==> src/rtl/picomips_run_ctrl_if.sv <==
// Board-control / datapath bundle for the picoMIPS run/halt/step controller.
// The controller takes the slave modport; the board/datapath side takes the master.
interface picomips_run_ctrl_if #(
    parameter int PCW = 8,
    parameter int CW  = 16
);
    logic           run_req;
    logic           halt_req;
    logic           step_req;
    logic           bkpt_en;
    logic [PCW-1:0] bkpt_addr;
    logic [PCW-1:0] pc;
    logic           halt_insn;
    logic           cpu_rst;
    logic           pc_en;
    logic [1:0]     state;
    logic           halted;
    logic [2:0]     stop_cause;
    logic [CW-1:0]  cycle_count;

    modport slave (
        input  run_req, halt_req, step_req, bkpt_en, bkpt_addr, pc, halt_insn,
        output cpu_rst, pc_en, state, halted, stop_cause, cycle_count
    );

    modport master (
        output run_req, halt_req, step_req, bkpt_en, bkpt_addr, pc, halt_insn,
        input  cpu_rst, pc_en, state, halted, stop_cause, cycle_count
    );
endinterface

==> src/rtl/picomips_run_ctrl.sv <==
// Run/halt/single-step controller for the picoMIPS core: holds the datapath in
// reset after power-up, gates pc_en, and stops on manual halt, HALT or breakpoint.
module picomips_run_ctrl #(
    parameter int PCW  = 8,
    parameter int CW   = 16,
    parameter int HOLD = 4
) (
    input  logic               clk,
    input  logic               reset,
    picomips_run_ctrl_if.slave bus
);

    localparam int HW = (HOLD > 1) ? $clog2(HOLD) : 1;

    typedef enum logic [1:0] {
        S_HOLD = 2'b00,
        S_HALT = 2'b01,
        S_RUN  = 2'b10,
        S_STEP = 2'b11
    } state_t;

    localparam logic [2:0] C_NONE   = 3'b000;
    localparam logic [2:0] C_MANUAL = 3'b001;
    localparam logic [2:0] C_HINSN  = 3'b010;
    localparam logic [2:0] C_BKPT   = 3'b011;
    localparam logic [2:0] C_STEP   = 3'b100;

    state_t        state_q, state_d;
    logic [2:0]    cause_q, cause_d;
    logic [HW-1:0] hold_q, hold_d;
    logic [CW-1:0] cnt_q;
    logic          first_q;
    logic          prev_run_q, prev_halt_q, prev_step_q;

    logic run_edge, halt_edge, step_edge;
    logic bkpt_hit, stop_now;
    logic pc_en;

    assign run_edge  = bus.run_req  & ~prev_run_q;
    assign halt_edge = bus.halt_req & ~prev_halt_q;
    assign step_edge = bus.step_req & ~prev_step_q;

    // first_q masks the breakpoint so a run can resume from the breakpoint address.
    assign bkpt_hit = bus.bkpt_en & (bus.pc == bus.bkpt_addr) & ~first_q;
    assign stop_now = bus.halt_insn | bkpt_hit | halt_edge;

    always_comb begin
        state_d = state_q;
        cause_d = cause_q;
        hold_d  = hold_q;
        pc_en   = 1'b0;
        case (state_q)
            S_HOLD: begin
                if (hold_q == HW'(HOLD - 1)) begin
                    state_d = S_HALT;
                    hold_d  = '0;
                end else begin
                    hold_d = hold_q + HW'(1);
                end
            end
            S_HALT: begin
                if (halt_edge) begin
                    state_d = S_HALT;
                end else if (step_edge) begin
                    state_d = S_STEP;
                    cause_d = C_NONE;
                end else if (run_edge) begin
                    state_d = S_RUN;
                    cause_d = C_NONE;
                end
            end
            S_RUN: begin
                pc_en = ~stop_now;
                if (stop_now) begin
                    state_d = S_HALT;
                    if (bus.halt_insn)  cause_d = C_HINSN;
                    else if (bkpt_hit)  cause_d = C_BKPT;
                    else                cause_d = C_MANUAL;
                end
            end
            S_STEP: begin
                pc_en   = ~bus.halt_insn;
                state_d = S_HALT;
                cause_d = bus.halt_insn ? C_HINSN : C_STEP;
            end
            default: state_d = S_HOLD;
        endcase
    end

    // Edge-detect history resets high so a button held through reset is ignored.
    always_ff @(posedge clk) begin
        if (reset) begin
            state_q     <= S_HOLD;
            cause_q     <= C_NONE;
            hold_q      <= '0;
            cnt_q       <= '0;
            first_q     <= 1'b0;
            prev_run_q  <= 1'b1;
            prev_halt_q <= 1'b1;
            prev_step_q <= 1'b1;
        end else begin
            state_q     <= state_d;
            cause_q     <= cause_d;
            hold_q      <= hold_d;
            first_q     <= (state_d == S_RUN) && (state_q != S_RUN);
            prev_run_q  <= bus.run_req;
            prev_halt_q <= bus.halt_req;
            prev_step_q <= bus.step_req;
            if (pc_en && (cnt_q != '1)) cnt_q <= cnt_q + CW'(1);
        end
    end

    assign bus.cpu_rst     = (state_q == S_HOLD);
    assign bus.halted      = (state_q == S_HALT);
    assign bus.state       = state_q;
    assign bus.pc_en       = pc_en;
    assign bus.stop_cause  = cause_q;
    assign bus.cycle_count = cnt_q;

endmodule

==> src/flat_wrapper.sv <==
// flat-port wrapper written by rule: the top's interface ports become plain ports
module picomips_run_ctrl_flat 
#(
    parameter int PCW  = 8,
    parameter int CW   = 16,
    parameter int HOLD = 4
)
  (clk, reset, bus_run_req, bus_halt_req, bus_step_req, bus_bkpt_en, bus_bkpt_addr, bus_pc, bus_halt_insn, bus_cpu_rst, bus_pc_en, bus_state, bus_halted, bus_stop_cause, bus_cycle_count);
  picomips_run_ctrl_if #(.PCW(PCW), .CW(CW)) bus_i ();
  input  logic clk;
  input  logic reset;
  input wire logic [$bits(bus_i.run_req)-1:0] bus_run_req;
  input wire logic [$bits(bus_i.halt_req)-1:0] bus_halt_req;
  input wire logic [$bits(bus_i.step_req)-1:0] bus_step_req;
  input wire logic [$bits(bus_i.bkpt_en)-1:0] bus_bkpt_en;
  input wire logic [$bits(bus_i.bkpt_addr)-1:0] bus_bkpt_addr;
  input wire logic [$bits(bus_i.pc)-1:0] bus_pc;
  input wire logic [$bits(bus_i.halt_insn)-1:0] bus_halt_insn;
  output wire logic [$bits(bus_i.cpu_rst)-1:0] bus_cpu_rst;
  output wire logic [$bits(bus_i.pc_en)-1:0] bus_pc_en;
  output wire logic [$bits(bus_i.state)-1:0] bus_state;
  output wire logic [$bits(bus_i.halted)-1:0] bus_halted;
  output wire logic [$bits(bus_i.stop_cause)-1:0] bus_stop_cause;
  output wire logic [$bits(bus_i.cycle_count)-1:0] bus_cycle_count;
  assign bus_i.run_req = bus_run_req;
  assign bus_i.halt_req = bus_halt_req;
  assign bus_i.step_req = bus_step_req;
  assign bus_i.bkpt_en = bus_bkpt_en;
  assign bus_i.bkpt_addr = bus_bkpt_addr;
  assign bus_i.pc = bus_pc;
  assign bus_i.halt_insn = bus_halt_insn;
  assign bus_cpu_rst = bus_i.cpu_rst;
  assign bus_pc_en = bus_i.pc_en;
  assign bus_state = bus_i.state;
  assign bus_halted = bus_i.halted;
  assign bus_stop_cause = bus_i.stop_cause;
  assign bus_cycle_count = bus_i.cycle_count;
  picomips_run_ctrl #(.PCW(PCW), .CW(CW), .HOLD(HOLD)) u_core (.clk(clk), .reset(reset), .bus(bus_i));
endmodule
==> config.mk <==
export PLATFORM = sky130hd
export DESIGN_NAME = picomips_run_ctrl_flat
export DESIGN_NICKNAME = d
export VERILOG_FILES = /design/src/rtl/picomips_run_ctrl_if.sv /design/src/rtl/picomips_run_ctrl.sv /design/src/flat_wrapper.sv
export SDC_FILE = /design/constraint.sdc
export NUM_CORES = 1
export LEC_CHECK = 0
export ABC_AREA = 1
export CAP_MARGIN = 25
export CORE_ASPECT_RATIO = 0.6
export CORE_UTILIZATION = 30
export DETAILED_ROUTE_END_ITERATION = 10
export GPL_TIMING_DRIVEN = 0
export MAX_ROUTING_LAYER = met4
export PLACE_DENSITY = 0.54
export REMOVE_ABC_BUFFERS = 1
export SYNTH_ARGS = -nofsm -noshare
export SYNTH_HDL_FRONTEND = slang
export SYNTH_SLANG_ARGS = --single-unit
==> constraint.sdc <==
create_clock -name clk -period 2.5 [get_ports clk]
set_input_delay 0.625 -clock clk [delete_from_list [all_inputs] [get_ports clk]]
set_output_delay 0.625 -clock clk [all_outputs]
set_load 0.01 [all_outputs]
==> flow_summary.json <==
{
  "max_stage_delay_ns": 0.47,
  "regArea_um2": 541,
  "overflow": 0,
  "routed_via_density": 4.52,
  "place_ws_ns": -0.971,
  "cts_buffers": 3,
  "critPathTopFamily": "buffers and inverters",
  "grt_max_degree": 22,
  "setup_viol": 0,
  "ir_worst_vdd_v": 0.000189,
  "critPathArrivalTime_ns": 1.80,
  "clock_skew_ns": 0.00567,
  "drt_pass1_iterations": 4,
  "clock_latency_ns": 0.28,
  "critical_path_buf_inv_count": 3,
  "place.port_buffers": 46,
  "power_density_mw_per_mm2": 412,
  "track_usage": 0.158,
  "antenna_found_initial": 0,
  "clock_path_buffers": 2,
  "synth_edf_count": 0,
  "synth_top_cell_by_area": "dfxtp_1",
  "synth_simple_gate_area_frac": 0.355,
  "fmax_ghz": 0.413,
  "synth.avg_cell_area_um2": 6.59,
  "synth_area_leaders": "dfxtp_1, nand2_1, nand3_1",
  "num_rows": 19,
  "hp-class": "register to register",
  "cp_data_required_time_ns": 1.88,
  "drt_wl_total_mm": 4.11,
  "multiInputGateArea_um2": 902,
  "num-fill-cells": 514,
  "setup_ws_ns": 0.0776,
  "pin_count": 47,
  "drtIter0Drc": 105,
  "dieArea_mm2": 0.00553,
  "cp-start-kind": "input pin",
  "drtAntennaViolNets": 0,
  "yosysWarnings": 0,
  "reg2reg_setup_slack_ns": 0.30,
  "yosysSeqAreaShare": 0.345,
  "cp-end-kind": "primary output",
  "diodes": 0,
  "crit_chain": "clkdlybuf4s50_1, inv_1, nand2_1, nand3b_1, nor2_1, nand3_2, nand3_4, nand2_4, buf_6",
  "drive_gt1_frac": 0.0561,
  "final-hold-violation-count": 0,
  "synth.distinct_cells": 21,
  "core_area_mm2": 0.00480,
  "synth_cells": 238,
  "syn_to_final_growth_pct": 39.8,
  "synth_top_family_by_area": "simple AND/OR/NAND/NOR gates",
  "drv_slew": 0,
  "htreeDepth": 1,
  "ys_seq_elements": 27,
  "synth_compound_area_frac": 0.0926,
  "vias": 1573,
  "clk_pin_slew_worst_paths_ns": 0.09,
  "dp_hpwl_mm": 2.99,
  "synth_ff_type": "dfxtp_1",
  "worst-setup-path-type": "input pin to primary output",
  "synthArstFlopShare": 0,
  "fin_crit_ns": 2.42,
  "leakagePower_nw": 0.914,
  "setup_tns_ns": 0,
  "synth_mux_area_frac": 0,
  "syn_area_mm2": 0.00157,
  "cp_max_fo": 3,
  "start_util": 0.326,
  "wl_per_cell_um": 11.8,
  "place_congestion": 0.851,
  "grt_pass1_vias": 1271,
  "power_mw": 0.902,
  "drcViolationCount": 0,
  "die_w_um": 95.3,
  "fin_crit_sh": 0.969,
  "fin_util": 0.456,
  "cts-root-buf": "clkbuf_8",
  "synth-xor-area-share": 0.0894,
  "maxCapViolCount": 0,
  "worst_slew_pin_slew_ns": 0.805,
  "hold_ws_ns": 0.481,
  "numClockSinks": 27,
  "yosysTopAreaCellShare": 0.345,
  "die_y_um": 58.0,
  "status": "finished, final reports clean",
  "cpMaxStageDelayCell": "clkdlybuf4s50_1",
  "cts_tree": "built",
  "slew_headroom": 0.462,
  "yosysMostFrequentCell": "nand2_1",
  "yosys.area_share.adder": 0.0160,
  "nNetsFinal": 311,
  "grt_pass1_wl_mm": 6.38,
  "netlist_top_cells_count": "nand2_1, inv_1, nand3_1"
}
final cells by class:
cell class / instances / share of cell area
clock buffer: 3 / 0.0188
tap: 63 / 0.0360
timing repair buffer: 48 / 0.224
inverter: 35 / 0.0599
multi-input combinational: 171 / 0.412
sequential: 27 / 0.247
clock inverter: 1 / 0.00342
metal layers:
layer  up-vias  GRT usage  wire (µm)  part of all wire
met3         5     0.0394        380             0.092
met2        60      0.165       1380              0.34
met4         0     0.0455         40            0.0097
li1        848          -          -                 -
met5         -          -          0                 0
met1       660      0.266       2310              0.56
report_power, final:
group	switching [mW]	internal (mW)	leakage (nW)
clock network	0.147	0.113	0.0217
logic	0.0830	0.0893	0.673
registers	0.0161	0.453	0.219
registers in the layout, summed over array words and instances, names as in the netlist:
register	cells
u_core.bus.state	2
u_core.prev_step_q	1
u_core.bus.cycle_count	16
u_core.first_q	1
u_core.hold_q	2
u_core.bus.stop_cause	3
u_core.prev_run_q	1
u_core.prev_halt_q	1
worst reg2reg max path, delay by kind of cell, from the launching register on:
kind	cells	cell delay [ns]
AND/OR/NAND/NOR	5	1.27
flip-flops	1	0.45
adder cells (fa/ha/maj)	1	0.26
AO/OA/AOI/OAI	1	0.13
stage by stage:
stage          std cells  cell area (µm²)
3_5_place_dp         342             2080
4_1_cts              348             2150
5_1_grt              348             2190
6_report             348             2190
3_3_place_gp         342             2080
2_1_floorplan        233             1540
path summary, 6_finish.rpt:
check | startpoint | depth (start not counted) | end
max | bus_pc[6] | 9 | bus_pc_en
min | u_core.bus.stop_cause[2] | 2 | u_core.bus.stop_cause[2]
max reg2reg | u_core.bus.cycle_count[0] | 7 | u_core.bus.cycle_count[11]
min reg2reg | u_core.bus.stop_cause[2] | 2 | u_core.bus.stop_cause[2]
what timing repair did:
item,4_1_cts,5_1_grt
resized for setup,11,12
setup buffers,2,0
endpoints found under the setup margin,15,4
hold buffers,0,0
pin swaps,3,4
placed cells by master, fill, tap and decap left out, types with 2 or more instances in the layout:
master and instances:
nand3_4 2, nand2_4 2, dfxtp_1 27, clkbuf_8 3
dlymetal6s2s_1 7, nor3_1 7, xor2_1 11, ha_1 2
clkdlybuf4s50_1 35, nand3_1 26, dlygate4sd2_1 3, nand2_1 58
xnor2_1 5, buf_4 2, nor2_1 20, o21ai_0 6
inv_1 34, a21oi_1 21, nand3b_1 3, nand4_1 3
cells by family after synthesis:
logic type | count (synthesis)
AO/OA/AOI/OAI | 28
XOR/XNOR | 16
flip-flops | 27
adder cells (fa/ha/maj) | 2
buffers and inverters | 40
AND/OR/NAND/NOR | 125
Note: power is estimated with default switching activity, not from simulation.
==> variant: new RTL, same settings <==
`CW` is set to 16 in 3 places; all go to 17.
--- a/src/rtl/picomips_run_ctrl_if.sv
+++ b/src/rtl/picomips_run_ctrl_if.sv
@@ -3,5 +3,5 @@
 interface picomips_run_ctrl_if #(
     parameter int PCW = 8,
-    parameter int CW  = 16
+    parameter int CW  = 17
 );
     logic           run_req;
--- a/src/rtl/picomips_run_ctrl.sv
+++ b/src/rtl/picomips_run_ctrl.sv
@@ -3,5 +3,5 @@
 module picomips_run_ctrl #(
     parameter int PCW  = 8,
-    parameter int CW   = 16,
+    parameter int CW   = 17,
     parameter int HOLD = 4
 ) (
--- a/src/flat_wrapper.sv
+++ b/src/flat_wrapper.sv
@@ -3,5 +3,5 @@
 #(
     parameter int PCW  = 8,
-    parameter int CW   = 16,
+    parameter int CW   = 17,
     parameter int HOLD = 4
 )
Interface: changed (resized bus_cycle_count); port bits go from 47 to 48. The function was not compared with the original's and may differ.
==> variant against the original RTL <==
  * The flow now finishes with violations (design-rule violations)
  * Largest power group unchanged
  * Via count up 2.3%
  * Area after synthesis up 5.2%
  * Sequential cell count is 1 higher
  * Cell area is 5.9% higher
  * Wire length increased by 1.9%
  * Setup slack better by 7.1 ps
  * Total power increased by 13%
  * Critical path depth unchanged
==> variant: results (changes against the original RTL) <==
### Finish
- **number of fill cells** 525, +2.1%
- **share of final-layout standard cells stronger than drive strength 1** 0.0956, +0.0394
- **Reg area** 561 um^2, +3.7%
- **post-route insts no fill** 359, +3.2%
- **net count reported at finish** 320, +2.9%

### Yosys
- **post-synthesis share of cell area spent on xor and xnor gates** 0.0850, -0.00441
- **Distinct cells, synth** 26, +24%
- **post-synthesis area per instance** 6.81 um^2, +3.4%
- **dominant cells by area after synthesis** dfxtp_1 (34%), nand2_1 (14%), nand3_1 (8.5%)
- **ranking of synthesized cells by instance count** nand2_1 (60), dfxtp_1 (28), inv_1 (28), nand3_1 (28), nor2_1 (25)
- **Compound-Gate Fraction of Synth Area** 0.0903, -0.00229
- **register area share after synthesis** 0.340, -0.00486
- **adder-cell area share of the yosys netlist** 0.0228, +0.00680

### Routing
- **met1 layer wirelength in the final routing** 2.39 mm, +3.4%
- **drt pass-1 iters** 7, +3
- **met3 wire len** 200 um, -47%
- **number of remaining DRC errors** 8, +8
- **aggregate routed wire length** 4.19 mm, +1.9%
- **top layer reached by signal wires** met4
- **routed via count** 1609, +2.3%

### STA
- **hold slack final** 465 ps, -15.7 ps
- **slew at the pin closest to its max-slew limit** 883 ps, +77.7 ps
- **smallest setup slack after layout** 84.7 ps, +7.11 ps
- **post-route clock skew** 9.84 ps, +4.17 ps

### Global routing
- **global-route track usage on met3** 0.0354, -0.00399
- **met2 usage in global routing** 0.195, +0.0292
- **number of global-route vias before repair** 1354, +6.5%
- **gr usage total** 0.154, -0.00359
- **wire length of the first global-routing pass** 6.77 mm, +6.2%
- **grt met1 use** 0.236, -0.0303
- **largest net degree at the start of global routing** 24, +9.1%

### Critical path
- **worst reg2reg path endpoint** u_core.bus.cycle_count[6]
- **capturing instance or port of the critical path** bus_pc_en
- **Reg2Reg Depth** 10, +3
- **worst-path maximum fanout** 6, +3
- **start point of the critical path** bus_pc[3]
- **worst reg2reg setup slack** 350 ps, +50 ps

### Min path
- **min-delay worst type** flip-flop to flip-flop
- **Hold Startpoint** u_core.bus.stop_cause[1]
- **worst hold endpoint** u_core.bus.stop_cause[1]

### Place
- **global placement routability congestion** 0.832, -2.2%
- **DP Worst Slack** -505 ps, +466 ps
- **number of input and output port buffers inserted** 47, +2.2%
- **cell total after placement** 349, +2.0%
- **placed standard-cell area** 2160 um^2, +3.7%
- **detailed-placement wirelength estimate** 3.08 mm, +3.1%

### Run status
- **result of the run** finished with violations
- **violated checks** design-rule violations

### Pwr
- **PD cells** 438 nW/um^2, +6.4%
- **Int Power** 0.769 mW, +17%
- **worst vdd ir** 0.000266 V, +41%
- **seq pwr** 0.484 mW, +3%
- **clock network fraction of design power** 0.361, +0.072
- **Static Leakage** 0.959 nW, +5.0%

### CTS
- **total of cells resized after clock tree synthesis** 3, -8
- **total CTS buffers** 3, unchanged
- **setup repair bufs after CTS** 0, -2

variant: cell count changes after synthesis, moves of 2 or more:
| cell | before | now |
|---|---|---|
| nand3b_1 | 3 | 0 |
| inv_1 | 35 | 28 |
| nand3_2 | 1 | 3 |
| nor3_1 | 7 | 5 |
| o21ai_0 | 6 | 4 |
| nor2_2 | 0 | 3 |
| nand4_1 | 3 | 1 |
| buf_6 | 1 | 3 |
| nor2_1 | 21 | 25 |
variant: area by class of cell:
| cell class | count | area share |
|---|---|---|
| inverter | 30 | 0.0496 |
| timing repair buffer | 52 | 0.228 |
| clock inverter | 1 | 0.0129 |
| multi-input combinational | 179 | 0.415 |
| clock buffer | 3 | 0.0178 |
| tap | 66 | 0.0356 |
| sequential | 28 | 0.241 |
variant: worst max-delay path, stage by stage:
cell             delay (ps)
clkdlybuf4s50_1         480
nand2_1                  60
nand2_1                  60
nand2_1                  60
nor2_2                   90
nand3_2                 100
nand3_4                 110
nand2_8                  70
buf_6                   140
